===== config.mk =====
export PLATFORM = sky130hd
export DESIGN_NAME = signal_discrim_vote
export DESIGN_NICKNAME = d
export VERILOG_FILES = /design/src/rtl/signal_discrim_vote.sv
export SDC_FILE = /design/constraint.sdc
export NUM_CORES = 1
export LEC_CHECK = 0
export ABC_AREA = 1
export BUFFER_PORTS_ARGS = -buffer_cell sky130_fd_sc_hd__buf_2
export CAP_MARGIN = 5
export CORE_MARGIN = 2
export CORE_UTILIZATION = 40
export DETAILED_ROUTE_END_ITERATION = 16
export GPL_ROUTABILITY_DRIVEN = 0
export SKIP_CTS_REPAIR_TIMING = 1
export SLEW_MARGIN = 20
export SYNTH_ARGS = -nofsm -noshare
export SYNTH_HDL_FRONTEND = slang
export SYNTH_SLANG_ARGS = --single-unit

===== constraint.sdc =====
create_clock -name clk -period 3 [get_ports clk]
set_clock_uncertainty 0.05 [all_clocks]
set_input_delay 0.6 -clock clk [delete_from_list [all_inputs] [get_ports clk]]
set_output_delay 0.6 -clock clk [all_outputs]
set_load 0.005 [all_outputs]

===== src/rtl/signal_discrim_vote.sv =====
// signal_discrim_vote: modulation classifier publishing a type only after CONFIRM_N identical decisions
module signal_discrim_vote #(
  parameter int IO_width      = 14,
  parameter int CONFIRM_N     = 3,
  parameter int TIMEOUT       = 2**20,
  parameter int CLEAR_ON_MEAS = 0
) (
  input  logic                       clk,
  input  logic                       rst,
  input  logic                       meas_trigger,
  input  logic                       judge_trigger,
  input  logic                       A_const,
  input  logic                       A_square,
  input  logic signed [IO_width-1:0] A_edge_interv,
  input  logic                       F_const,
  input  logic                       F_square,
  input  logic signed [IO_width-1:0] psk_thresh,
  output logic [2:0]                 raw_type,
  output logic                       raw_valid,
  output logic [2:0]                 signal_type,
  output logic                       type_update,
  output logic [3:0]                 run_cnt,
  output logic                       busy,
  output logic                       timeout
);
  typedef enum logic [1:0] {IDLE, MEAS, LATCH, DECIDE} state_t;
  localparam logic [2:0] CW = 3'b000, AM = 3'b001, FM = 3'b010, NA = 3'b100;
  localparam logic [2:0] ASK = 3'b101, FSK = 3'b110, PSK = 3'b111;
  localparam int TW = $clog2(TIMEOUT);
  localparam logic [TW-1:0] T_LAST = TW'(TIMEOUT - 1);
  localparam logic [3:0] CN = 4'(CONFIRM_N);
  state_t state_q;
  logic [TW-1:0] timer_q;
  logic a_const_q, a_square_q, f_const_q, f_square_q;
  logic signed [IO_width-1:0] interv_q, thresh_q;
  logic [2:0] raw_type_q, sig_q, cand_q, dec_d;
  logic [3:0] run_q, run_d;
  logic [4:0] inc;
  logic raw_valid_q, upd_q, to_q, psk;
  always_comb begin
    psk = !interv_q[IO_width-1] && (interv_q <= thresh_q);
    dec_d = psk ? PSK : !a_const_q ? (a_square_q ? ASK : AM) : !f_const_q ? (f_square_q ? FSK : FM) : CW;
    inc = {1'b0, run_q} + 5'd1;
    run_d = (dec_d != cand_q) ? 4'd1 : (inc >= {1'b0, CN}) ? CN : inc[3:0];
  end
  always_ff @(posedge clk) begin
    if (rst) begin
      state_q <= IDLE;
      timer_q <= '0;
      {a_const_q, a_square_q, f_const_q, f_square_q} <= '0;
      interv_q <= '0;
      thresh_q <= '0;
      raw_type_q <= NA;
      sig_q <= NA;
      cand_q <= NA;
      run_q <= '0;
      {raw_valid_q, upd_q, to_q} <= '0;
    end else begin
      {raw_valid_q, upd_q, to_q} <= '0;
      // a new window always wins, discarding any decision in flight
      if (meas_trigger) begin
        state_q <= MEAS;
        timer_q <= '0;
        if (CLEAR_ON_MEAS != 0) begin
          sig_q <= NA;
          run_q <= '0;
        end
      end else begin
        case (state_q)
          MEAS:
            if (judge_trigger) begin
              state_q <= LATCH;
              {a_const_q, a_square_q, f_const_q, f_square_q} <= {A_const, A_square, F_const, F_square};
              interv_q <= A_edge_interv;
              thresh_q <= psk_thresh;
            end else if (timer_q == T_LAST) begin
              state_q <= IDLE;
              to_q <= 1'b1;
            end else
              timer_q <= timer_q + 1'b1;
          LATCH: state_q <= DECIDE;
          DECIDE: begin
            state_q <= IDLE;
            raw_type_q <= dec_d;
            raw_valid_q <= 1'b1;
            cand_q <= dec_d;
            run_q <= run_d;
            if (run_d == CN) begin
              sig_q <= dec_d;
              upd_q <= 1'b1;
            end
          end
          default: ;
        endcase
      end
    end
  end
  assign raw_type = raw_type_q;
  assign raw_valid = raw_valid_q;
  assign signal_type = sig_q;
  assign type_update = upd_q;
  assign run_cnt = run_q;
  assign busy = state_q != IDLE;
  assign timeout = to_q;
endmodule


== Word-level counts from Yosys, hierarchy flattened ==
Index checks and enable logic that the tools add are counted.

* Register bits: 67
* Bits of input ports: 36
* Memories kept: 0
* Latch bits: 0
* Memory bits (read-only): 0
* Memory bits (writable): 0
* Logic and storage cells: 60

* Eq/ne operators: 8
* Muxes and demuxes: 14
* Shift-type cells: 0
* Divide/modulo/power cells: 0
* Bitwise logic cells: 5
* $lt $le $gt $ge: 2
* $add $sub $neg: 2
* Reduce and logical (&&, ||, !) cells: 14
* Multiply operators: 0

{| class="wikitable"
|+ Operator list
! cell !! number
|-
| $add 20x1->20 const B || 1
|-
| $eq 20x20->1 const B || 1
|-
| $mux 3 || 5
|-
| $le 14x14->1 || 1
|-
| $reduce_and 3->1 || 3
|-
| $mux 4 || 2
|-
| $pmux 2 s3 || 1
|-
| $reduce_and 2->1 || 3
|-
| $add 4x1->5 const B || 1
|-
| $ge 5x2->1 const B || 1
|-
| $not 1->1 || 5
|-
| $eq 2x2->1 const B || 2
|-
| $eq 4x2->1 const B || 1
|-
| $mux 1 || 4
|-
| $mux 2 || 2
|-
| $ne 4x4->1 const B || 1
|-
| $reduce_bool 4->1 || 1
|-
| $reduce_or 4->1 || 1
|-
| $ne 3x3->1 || 1
|-
| $ne 3x3->1 const B || 1
|-
| $reduce_bool 3->1 || 1
|-
| $reduce_or 3->1 || 1
|-
| $eq 2x1->1 const B || 1
|-
| $reduce_bool 2->1 || 1
|-
| other kinds (3) || 3
|}

== Logic depth before layout (Yosys ltp) ==
Gate-level depths: netlist of run 1.

* Word-level depth: 8
* Mapped depth: 21

== Least setup slack after synthesis of run 1 ==
No wires, ideal clock.

* Kind: register to register
* From: register thresh_q[13]
* To: register sig_q[0] (netlist: signal_type[0])
* Setup slack: 976 ps
* Arrival time: 1864 ps
* Period minus slack after synthesis: 2024 ps
* Library setup time: 110 ps
* Cell stages (with the launch flop): 20
* Cell sequence: dfxtp_1 inv_1 ha_1 nand2_1 nor2_2 inv_2 nor2_4 nand2_2 nand2_1 nand2_1 nand3_2 nand2_4 nand2_1 nand2_1 nand2_2 nand3_2 nor2_4 nand4_1 nand2_1 nor2_1

* Word-level cells in the longest chain between the ends: 7

{| class="wikitable"
|+ Ends and longest elaborated chain
! what !! line !! RTL
|-
| start: declaration || 35 || <nowiki>logic signed [IO_width-1:0] interv_q, thresh_q;</nowiki>
|-
| start signal: assignment || 75 || <nowiki>thresh_q <= psk_thresh;</nowiki>
|-
| $le 14x14->1 (*) || 41 || <nowiki>psk = !interv_q[IO_width-1] && (interv_q <= thresh_q);</nowiki>
|-
| $logic_and 1x1->1 (*) || 41 ||
|-
| $mux 3 (*) || 42 || <nowiki>dec_d = psk ? PSK : !a_const_q ? (a_square_q ? ASK : AM) : !f_const_q ? (f_square_q ? FSK : FM) : CW;</nowiki>
|-
| $ne 3x3->1 || 44 || <nowiki>run_d = (dec_d != cand_q) ? 4'd1 : (inc >= {1'b0, CN}) ? CN : inc[3:0];</nowiki>
|-
| $mux 4 || 44 ||
|-
| $eq 4x2->1 || 88 || <nowiki>if (run_d == CN) begin</nowiki>
|-
| $reduce_and 3->1 (no line) || n/a ||
|-
| end signal: assignment || 54 || <nowiki>sig_q <= NA;</nowiki>
|-
| end signal: assignment || 65 || <nowiki>sig_q <= NA;</nowiki>
|-
| end signal: assignment || 89 || <nowiki>sig_q <= dec_d;</nowiki>
|-
| end: declaration || 36 || <nowiki>logic [2:0] raw_type_q, sig_q, cand_q, dec_d;</nowiki>
|}

Every way passes the cells marked *; elsewhere a longest branch is shown, timed or not.
A chain may end at the register's enable or synchronous reset.

== Final worst setup path of run 1 ==
Same ends and word-level chain as after synthesis.

==> impl_metrics.ini, run 1 <==
[drt]
drtPass1Iterations = 4
routed_via_density = 4.70
drc = 0
num_vias = 2792
antenna_left = 0
drtIter0Drc = 107
wl_um = 6550
wire_per_inst_um = 11.0

[floorplan]
die_w_um = 93.7
initial_core_util_pct = 41.5
ios = 50
dieArea_mm2 = 0.00879
core_area_mm2 = 0.00777
rows = 32
die_y_um = 93.7

[synth]
synth_warnings = 0
synthesis.area_mm2 = 0.00322
syn_avg_cell_area_um2 = 7.42
syn_inst = 434
synthArstFlopShare_pct = 0
syn-num-nets = 487
synth_ff_type = dfxtp_1
seq_area_frac_synth_pct = 41.6
synthDistinctLibCells = 33
synth_edf_count = 0
ys_seq_elements = 67

[placed_design]
hpwl_um = 4760
numPortBuffers = 49

[clocking]
cts_sinks = 67
cts_made_buffers = 9
cts_max_level = 3
clkLatencyLatePin_ns = 0.33
cts_buffer_depth = 2
clkTransAtPathRegs_ns = 0.07
cts_tree = yes
cts_root_buf = clkbuf_8

[sta]
finalHoldViolCount = 0
setup_viol = 0
maxSlewHeadroom_pct = 66.2
period_needed_ns = 2.22
setup_tns_ns = 0
slew_viol_final = 0
timing.fmax_mhz = 451
fin_crit_sh_pct = 73.9
rsz0062_at_grt = false
tightest_slew_ns = 0.495

[finish]
area_growth_pct = 17.0
final_common_cell = dfxtp_1
diodes = 0
drive_gt1_share_pct = 22.8
n_fill_cell = 821
layout.nets = 541
final_core_util_pct = 48.5
final_cell_mix = dfxtp_1 (67), nor2_1 (60), nand2_1 (58), inv_1 (51), buf_2 (49)

[hold_path]
min-delay-path-class = reg -> reg
hp-start = thresh_q[3]$_SDFFE_PP0P_

[power_and_ir_drop]
power.internal_mw = 1.36
swShare_pct = 25.9
p_sw_mw = 0.476
p_per_area_mw_per_mm2 = 488
p_clk_share_pct = 37.1
seq_power_share_pct = 50.0
combinationalPowerShare_pct = 12.9
p_leak_nw = 1.60
ir_drop_mv = 0.177

[worst_setup_path]
crit_path_start = thresh_q[13]$_SDFFE_PP0P_
rr_startpoint = thresh_q[13]$_SDFFE_PP0P_
path_max_fanout = 6
path_class = reg -> reg
startpoint_type = flop
cp.arrival_ns = 2.44
crit_path_end_kind = flop
critical_path_required_ns = 3.23

[run_status]
status = complete, no violations

[global_route]
grt.met3_usage_pct = 4.25
gr-total-overflow = 0
antenna_found_initial = 0
grt_pass1_wl_um = 11600
met2_usage_pct = 26.7
grt_usage_pct = 16.5
globalRoute.busiestLayer = met2
use_met1_pct = 21.3
grt_pass1_vias = 2650
grt_max_degree = 39

[flow_run]
drv_cap = 0
-- worst max-delay path, cell delays in order (launching register included) --
cell,delay (ns)
dfxtp_1,0.30
inv_1,0.05
ha_1,0.33
nand2_1,0.10
nor2_2,0.14
inv_2,0.06
nor2_4,0.11
nand2_2,0.06
nand2_1,0.06
nand2_1,0.06
nand3_2,0.07
nand2_4,0.08
nand2_2,0.09
nand2_1,0.07
nand2_2,0.08
nand2_2,0.05
nor2_2,0.08
nand4_2,0.12
nand2_1,0.09
inv_1,0.04
nor2_1,0.08
-- registers in the layout, indices dropped and copies added (netlist names) --
| name | flops |
|---|---|
| a_const_q | 1 |
| f_square_q | 1 |
| cand_q | 3 |
| thresh_q | 14 |
| timer_q | 20 |
| raw_valid | 1 |
| interv_q | 14 |
| signal_type | 3 |
| timeout | 1 |
| type_update | 1 |
| f_const_q | 1 |
| a_square_q | 1 |
| run_cnt | 4 |
| state_q | 2 |
-- logic make-up (layout without fill, tap and decap cells) --
group	count (synthesis)	in the layout	share of synthesized area, %
simple gates	181	181	27.7
compound gates	92	92	14.9
buf+inv	76	134	8.86
flops	67	67	41.6
fa+ha+maj	17	17	6.60
xor+xnor	1	1	0.272
-- power by group through the flow --
stage / sequential, mW / clock [mW] / combinational [mW]
floorplan: 0.938 / 0 / 0.177
global placement: 0.939 / 0 / 0.235
detailed placement: 0.940 / 0 / 0.239
CTS: 0.919 / 0.707 / 0.240
global route: 0.921 / 0.750 / 0.274
finish: 0.920 / 0.681 / 0.238
-- cells in the mapped netlist, types with 6 or more instances --
cell / number / area (µm²)
nor2_1: 60 / 225
a21oi_1: 41 / 205
nand2_1: 58 / 218
nor3_1: 6 / 30.0
nand2_2: 10 / 62.6
clkbuf_1: 11 / 41.3
ha_1: 17 / 213
nand4_1: 7 / 43.8
o21ai_0: 40 / 200
inv_1: 51 / 191
inv_2: 13 / 48.8
dfxtp_1: 67 / 1340
nand3_1: 14 / 70.1
-- metrics by stage --
step	power, mW	setup slack [ns]	hold WS (ns)	instance area [µm²]	std cells
3_5_place_dp	1.18	0.787	0.398	3590	579
5_1_grt	1.95	0.564	0.408	3770	594
4_1_cts	1.87	0.764	0.412	3770	594
6_report	1.84	0.784	0.404	3770	594
3_3_place_gp	1.17	0.813	0.393	3590	579
2_1_floorplan	1.11	0.976	0.375	3220	434
-- worst paths after layout --
check / depth (start not counted) / slack (ns) / to
max: 20 / 0.78 / signal_type[0]$_SDFFE_PP0P_
min: 2 / 0.40 / thresh_q[3]$_SDFFE_PP0P_
max reg2reg: 20 / 0.78 / signal_type[0]$_SDFFE_PP0P_
min reg2reg: 2 / 0.40 / thresh_q[3]$_SDFFE_PP0P_
-- layer usage --
metal	share of wire (%)	vias to the layer above	wire, µm
li1	-	1509	-
met1	52	1239	3390
met2	44	36	2860
met3	3.2	8	210
met4	1.4	0	90
met5	0	-	0
-- cell type report --
type / instances / area, µm² / area share, %
Clock buffer: 13 / 169 / 4.48
Clock inverter: 2 / 10.0 / 0.266
Inverter: 65 / 244 / 6.47
Multi-Input combinational cell: 291 / 1590 / 42.3
Sequential cell: 67 / 1340 / 35.6
Tap cell: 102 / 128 / 3.39
Timing Repair Buffer: 54 / 283 / 7.50
Power figures use the tool's default switching activity.
==> run 2: changes to the inputs <==
--- a/config.mk
+++ b/config.mk
@@ -5,7 +5,7 @@
 export SDC_FILE = /design/constraint.sdc
 export NUM_CORES = 1
 export LEC_CHECK = 0
-export ABC_AREA = 1
+export ABC_AREA = 0
 export BUFFER_PORTS_ARGS = -buffer_cell sky130_fd_sc_hd__buf_2
 export CAP_MARGIN = 5
 export CORE_MARGIN = 2
==> constraint.sdc (replaced) <==
create_clock -name clk -period 1.8 [get_ports clk]
set_clock_uncertainty 0.05 [all_clocks]
set_input_delay 0.36 -clock clk [delete_from_list [all_inputs] [get_ports clk]]
set_output_delay 0.36 -clock clk [all_outputs]
set_load 0.005 [all_outputs]
==> run 2 against run 1 <==
The run now ends with negative setup slack left. Non-clock buffer count increased by 53. Setup slack got worse by 1.3 ns. Routed wire length increased by 11%. Critical path type unchanged. Sequential share of layout area decreased by 4.5 points.
==> impl_metrics.ini, run 2 <==
[synth]
synth_ff_type = dfxtp_1
syn_avg_cell_area_um2 = 8.27
yosysMostFrequentCell = nand2_1
synthArstFlopShare_pct = 0
synthesis.area_mm2 = 0.00306
syn_inst = 370
ys_top_cells_by_count = nand2_1 (74), dfxtp_1 (67), a21oi_1 (42)
yosysTopAreaCellShare_pct = 43.8
synthTopCellsByArea = dfxtp_1 (44%), nand2_1 (9.1%), ha_1 (6.9%), a21oi_1 (6.9%), nor2_1 (4.3%)
synth_edf_count = 0
synth_warnings = 0
syn-num-nets = 423
synthDistinctLibCells = 44
seq_area_frac_synth_pct = 43.8
ys_seq_elements = 67
netlist.top_cell.by_area = dfxtp_1

[finish]
multiInputGateArea_mm2 = 0.00186
seqCellArea_mm2 = 0.00136
area_growth_pct = 42.7
largest_register_ffs = 20
diodes = 0
largestRegisters = timer_q (20), interv_q (14), thresh_q (14)
n_fill_cell = 657
top_register = timer_q
final_cell_mix = nand2_1 (72), dfxtp_1 (54), buf_2 (49), buf_4 (49), a21oi_1 (40)
final_common_cell = nand2_1
final_cell_area_mm2 = 0.00437
drive_gt1_share_pct = 38.6
layout.nets = 527

[sta]
setup_viol = 29
finalHoldViolCount = 0
setup_tns_ns = -6.31
rsz0062_at_grt = true
maxSlewHeadroom_pct = 69.9
timing.fmax_mhz = 429
holdWs_ns = 0.208
fin_crit_sh_pct = 129
tightest_slew_ns = 0.451
finalWorstSetupSlack_ns = -0.529
slew_viol_final = 0
period_needed_ns = 2.33

[global_route]
antenna_found_initial = 0
grt_pass1_vias = 2668
gr-total-overflow = 0
grt_pass1_wl_um = 11600
grt_max_degree = 44
grt_usage_pct = 16.9

[clocking]
cts_root_buf = clkbuf_8
cts_buffer_depth = 2
cts_tree = yes
clkLatencyLatePin_ns = 0.33
cts_sinks = 67
cts_made_buffers = 9
clkTransAtPathRegs_ns = 0.07
cts_max_level = 3

[drt]
antenna_left = 0
drtPass1Iterations = 4
routed_via_density = 4.85
num_vias = 2802
drtIter0Drc = 65
wire_per_inst_um = 12.6
wl_um = 7280
drc = 0

[worst_setup_path]
startpoint_type = flop
cp.arrival_ns = 2.54
crit_path_end_kind = flop
path_max_fanout = 4
critical_path_required_ns = 2.01
path_class = reg -> reg

[power_and_ir_drop]
p_leak_nw = 1.75
ir_drop_mv = 0.604
p_per_area_mw_per_mm2 = 757
power_mw = 3.31

[floorplan]
dieArea_mm2 = 0.00837
core_area_mm2 = 0.00733
rows = 31
initial_core_util_pct = 41.8
die_w_um = 91.5
die_y_um = 91.5
ios = 50

[placed_design]
numPortBuffers = 49
pre_cts_slack_ns = -0.583
hpwl_um = 5030
place_area_mm2 = 0.00385

[run_status]
violations = negative setup slack
status = complete, but fails checks

[flow_run]
drv_cap = 0

[hold_path]
min-delay-path-class = in -> reg
run 2: critical path, cell delays in order (launching register included):
cell	delay, ns
dfxtp_2	0.34
inv_2	0.05
ha_4	0.24
a21oi_2	0.11
o21ai_1	0.07
a41o_1	0.23
o311a_1	0.38
nor3_4	0.21
mux2_4	0.36
a221oi_2	0.23
run 2: kinds of logic after synthesis:
family | after synthesis | share of synthesized area (%)
mux | 4 | 1.47
buf+inv | 36 | 4.41
compound gates | 62 | 12.5
flops | 67 | 43.8
simple gates | 164 | 25.1
xor+xnor | 20 | 5.72
fa+ha+maj | 17 | 6.95
run 2: layout make-up:
type	count	area share (%)
Timing Repair Buffer	107	16.5
Clock inverter	4	1.66
Inverter	22	1.89
Multi-Input combinational cell	267	42.5
Clock buffer	12	3.55
Tap cell	99	2.83
Sequential cell	67	31.1
run 2: path summary, 6_finish.rpt:
path | start | endpoint | slack, ns | depth (start not counted)
hold reg to reg | thresh_q[7]$_SDFFE_PP0P_ | thresh_q[7]$_SDFFE_PP0P_ | 0.40 | 2
hold / removal | psk_thresh[13] | thresh_q[13]$_SDFFE_PP0P_ | 0.21 | 3
setup / recovery | thresh_q[11]$_SDFFE_PP0P_ | signal_type[0]$_SDFFE_PP0P_ | -0.53 | 9
setup reg to reg | thresh_q[11]$_SDFFE_PP0P_ | signal_type[0]$_SDFFE_PP0P_ | -0.53 | 9
run 2: metrics by stage:
step / std cells / util, %
2_1_floorplan: 370 / -
3_3_place_gp: 557 / 52.5
3_5_place_dp: 557 / 52.5
4_1_cts: 573 / 55.6
5_1_grt: 578 / 59.6
6_report: 578 / 59.6
run 2: report_power, final:
| group | total, mW | switching, mW | internal, mW |
|---|---|---|---|
| clock | 1.40 | 0.550 | 0.854 |
| sequential | 1.52 | 0.0166 | 1.50 |
| combinational | 0.383 | 0.182 | 0.202 |
run 2: layer usage:
metal	vias up	GRT usage, %	wire, µm
met5	-	0	0
met2	45	30.1	3700
met3	4	4.73	282
met1	1300	19.8	3260
met4	0	4.80	42
li1	1453	-	-
==> run 3: changes to the inputs <==
--- a/config.mk
+++ b/config.mk
@@ -6,7 +6,7 @@
 export NUM_CORES = 1
 export LEC_CHECK = 0
 export ABC_AREA = 0
-export BUFFER_PORTS_ARGS = -buffer_cell sky130_fd_sc_hd__buf_2
+export BUFFER_PORTS_ARGS = -buffer_cell sky130_fd_sc_hd__clkbuf_2
 export CAP_MARGIN = 5
 export CORE_MARGIN = 2
 export CORE_UTILIZATION = 40
==> constraint.sdc (replaced) <==
create_clock -name clk -period 2.5 [get_ports clk]
set_clock_uncertainty 0.05 [all_clocks]
set_input_delay 0.5 -clock clk [delete_from_list [all_inputs] [get_ports clk]]
set_output_delay 0.5 -clock clk [all_outputs]
set_load 0.005 [all_outputs]
==> run 3 against run 2 <==
The run now ends clean. Global-route usage decreased by 1.5 points. Cell area decreased by 16%. Largest cell class unchanged. Largest power group unchanged. Clock power decreased by 41%.
==> impl_metrics.ini, run 3 (synthesized netlist as in run 2, its figures left out) <==
[floorplan]
rows = 31
die_w_um = 91.5
dieArea_mm2 = 0.00837
die_y_um = 91.5
core_area_mm2 = 0.00733
ios = 50
initial_core_util_pct = 41.8

[drt]
antenna_left = 0
routed_via_density = 4.91
wire_per_inst_um = 12.2
drc = 0
num_vias = 2580
drtPass1Iterations = 6
wl_um = 6400
drtIter0Drc = 106

[sta]
maxSlewHeadroom_pct = 59.4
timing.fmax_mhz = 411
tightest_slew_ns = 0.607
finalHoldViolCount = 0
fin_crit_sh_pct = 97.2
setup_viol = 0
period_needed_ns = 2.43
slew_viol_final = 0

[finish]
final_core_util_pct = 50.1
n_fill_cell = 717
multiInputGateArea_mm2 = 0.00165
final_cell_mix = nand2_1 (74), dfxtp_1 (65), clkbuf_2 (49), a21oi_1 (42), nor2_1 (33)
layout.nets = 475
final_cell_area_mm2 = 0.00367
final_cells = 525
top_register = timer_q
largest_register_ffs = 20
final_common_cell = nand2_1
largestRegisters = timer_q (20), interv_q (14), thresh_q (14)
drive_gt1_share_pct = 20.7
area_growth_pct = 19.9
seqCellArea_mm2 = 0.00134
diodes = 0

[clocking]
cts_root_buf = clkbuf_8
cts_tree = yes
cts_sinks = 67
cts_made_buffers = 9
cts_max_level = 3
clkLatencyLatePin_ns = 0.34
clkTransAtPathRegs_ns = 0.06
cts_buffer_depth = 2

[placed_design]
post-place-cells = 509
numPortBuffers = 49
hpwl_um = 4480
place_area_mm2 = 0.00342

[worst_setup_path]
path_max_fanout = 4
critical_path_required_ns = 2.70
crit_path_end_kind = flop
path_class = reg -> reg
cp.arrival_ns = 2.63
startpoint_type = flop

[global_route]
grt_pass1_wl_um = 10400
globalRoute.busiestLayer = met2
gr-total-overflow = 0
met2_usage_pct = 23.5
grt_usage_pct = 15.4
use_met1_pct = 20.6
grt_max_degree = 44
antenna_found_initial = 0
grt.met3_usage_pct = 4.32
grt_pass1_vias = 2361

[power_and_ir_drop]
p_leak_nw = 1.43
power_mw = 2.14
p_per_area_mw_per_mm2 = 582
ir_drop_mv = 0.208

[hold_path]
min-delay-path-class = in -> reg

[run_status]
status = complete, no violations

[flow_run]
drv_cap = 0
[run 3: path summary, 6_finish.rpt]
kind,startpoint,to,slack (ns),depth (start not counted)
worst min-delay path,A_edge_interv[9],interv_q[9]$_SDFFE_PP0P_,0.33,3
worst max register to register,thresh_q[11]$_SDFFE_PP0P_,signal_type[0]$_SDFFE_PP0P_,0.07,9
worst max-delay path,thresh_q[11]$_SDFFE_PP0P_,signal_type[0]$_SDFFE_PP0P_,0.07,9
worst min register to register,thresh_q[13]$_SDFFE_PP0P_,thresh_q[13]$_SDFFE_PP0P_,0.41,2
[run 3: metrics by stage]
| step | hold WS (ns) | worst slack (ns) | setup TNS [ns] |
|---|---|---|---|
| after floorplan | 0.386 | 0.0684 | 0 |
| after global placement | 0.393 | 0.0554 | 0 |
| after detailed placement | 0.400 | 0.0231 | 0 |
| after CTS | 0.319 | 0.0162 | 0 |
| after global routing | 0.327 | -0.00391 | -0.00391 |
| final | 0.325 | 0.0696 | 0 |
[run 3: where the power goes]
part | switching (mW) | internal (mW)
Sequential | 0.0120 | 1.08
Combinational | 0.113 | 0.104
Clock | 0.392 | 0.433
Total | 0.516 | 1.62
[run 3: routing by layer]
metal / vias to the layer above / wire, µm
li1: 1349 / -
met1: 1178 / 3260
met2: 43 / 2770
met3: 10 / 273
met4: 0 / 92
met5: - / 0
[run 3: cell type report]
class,instances,share of cell area [%]
Multi-Input combinational cell,267,44.9
Sequential cell,67,36.6
Timing Repair Buffer,55,8.01
Clock buffer,13,4.60
Tap cell,99,3.37
Inverter,22,2.25
Clock inverter,2,0.273
[run 3: worst max-delay path: stages, from the launching register on]
cell      delay, ns
dfxtp_1        0.33
inv_1          0.04
ha_1           0.28
a21oi_1        0.16
o21ai_1        0.08
a41o_1         0.22
o311a_1        0.34
nor3_4         0.25
mux2_4         0.36
a221oi_1       0.23
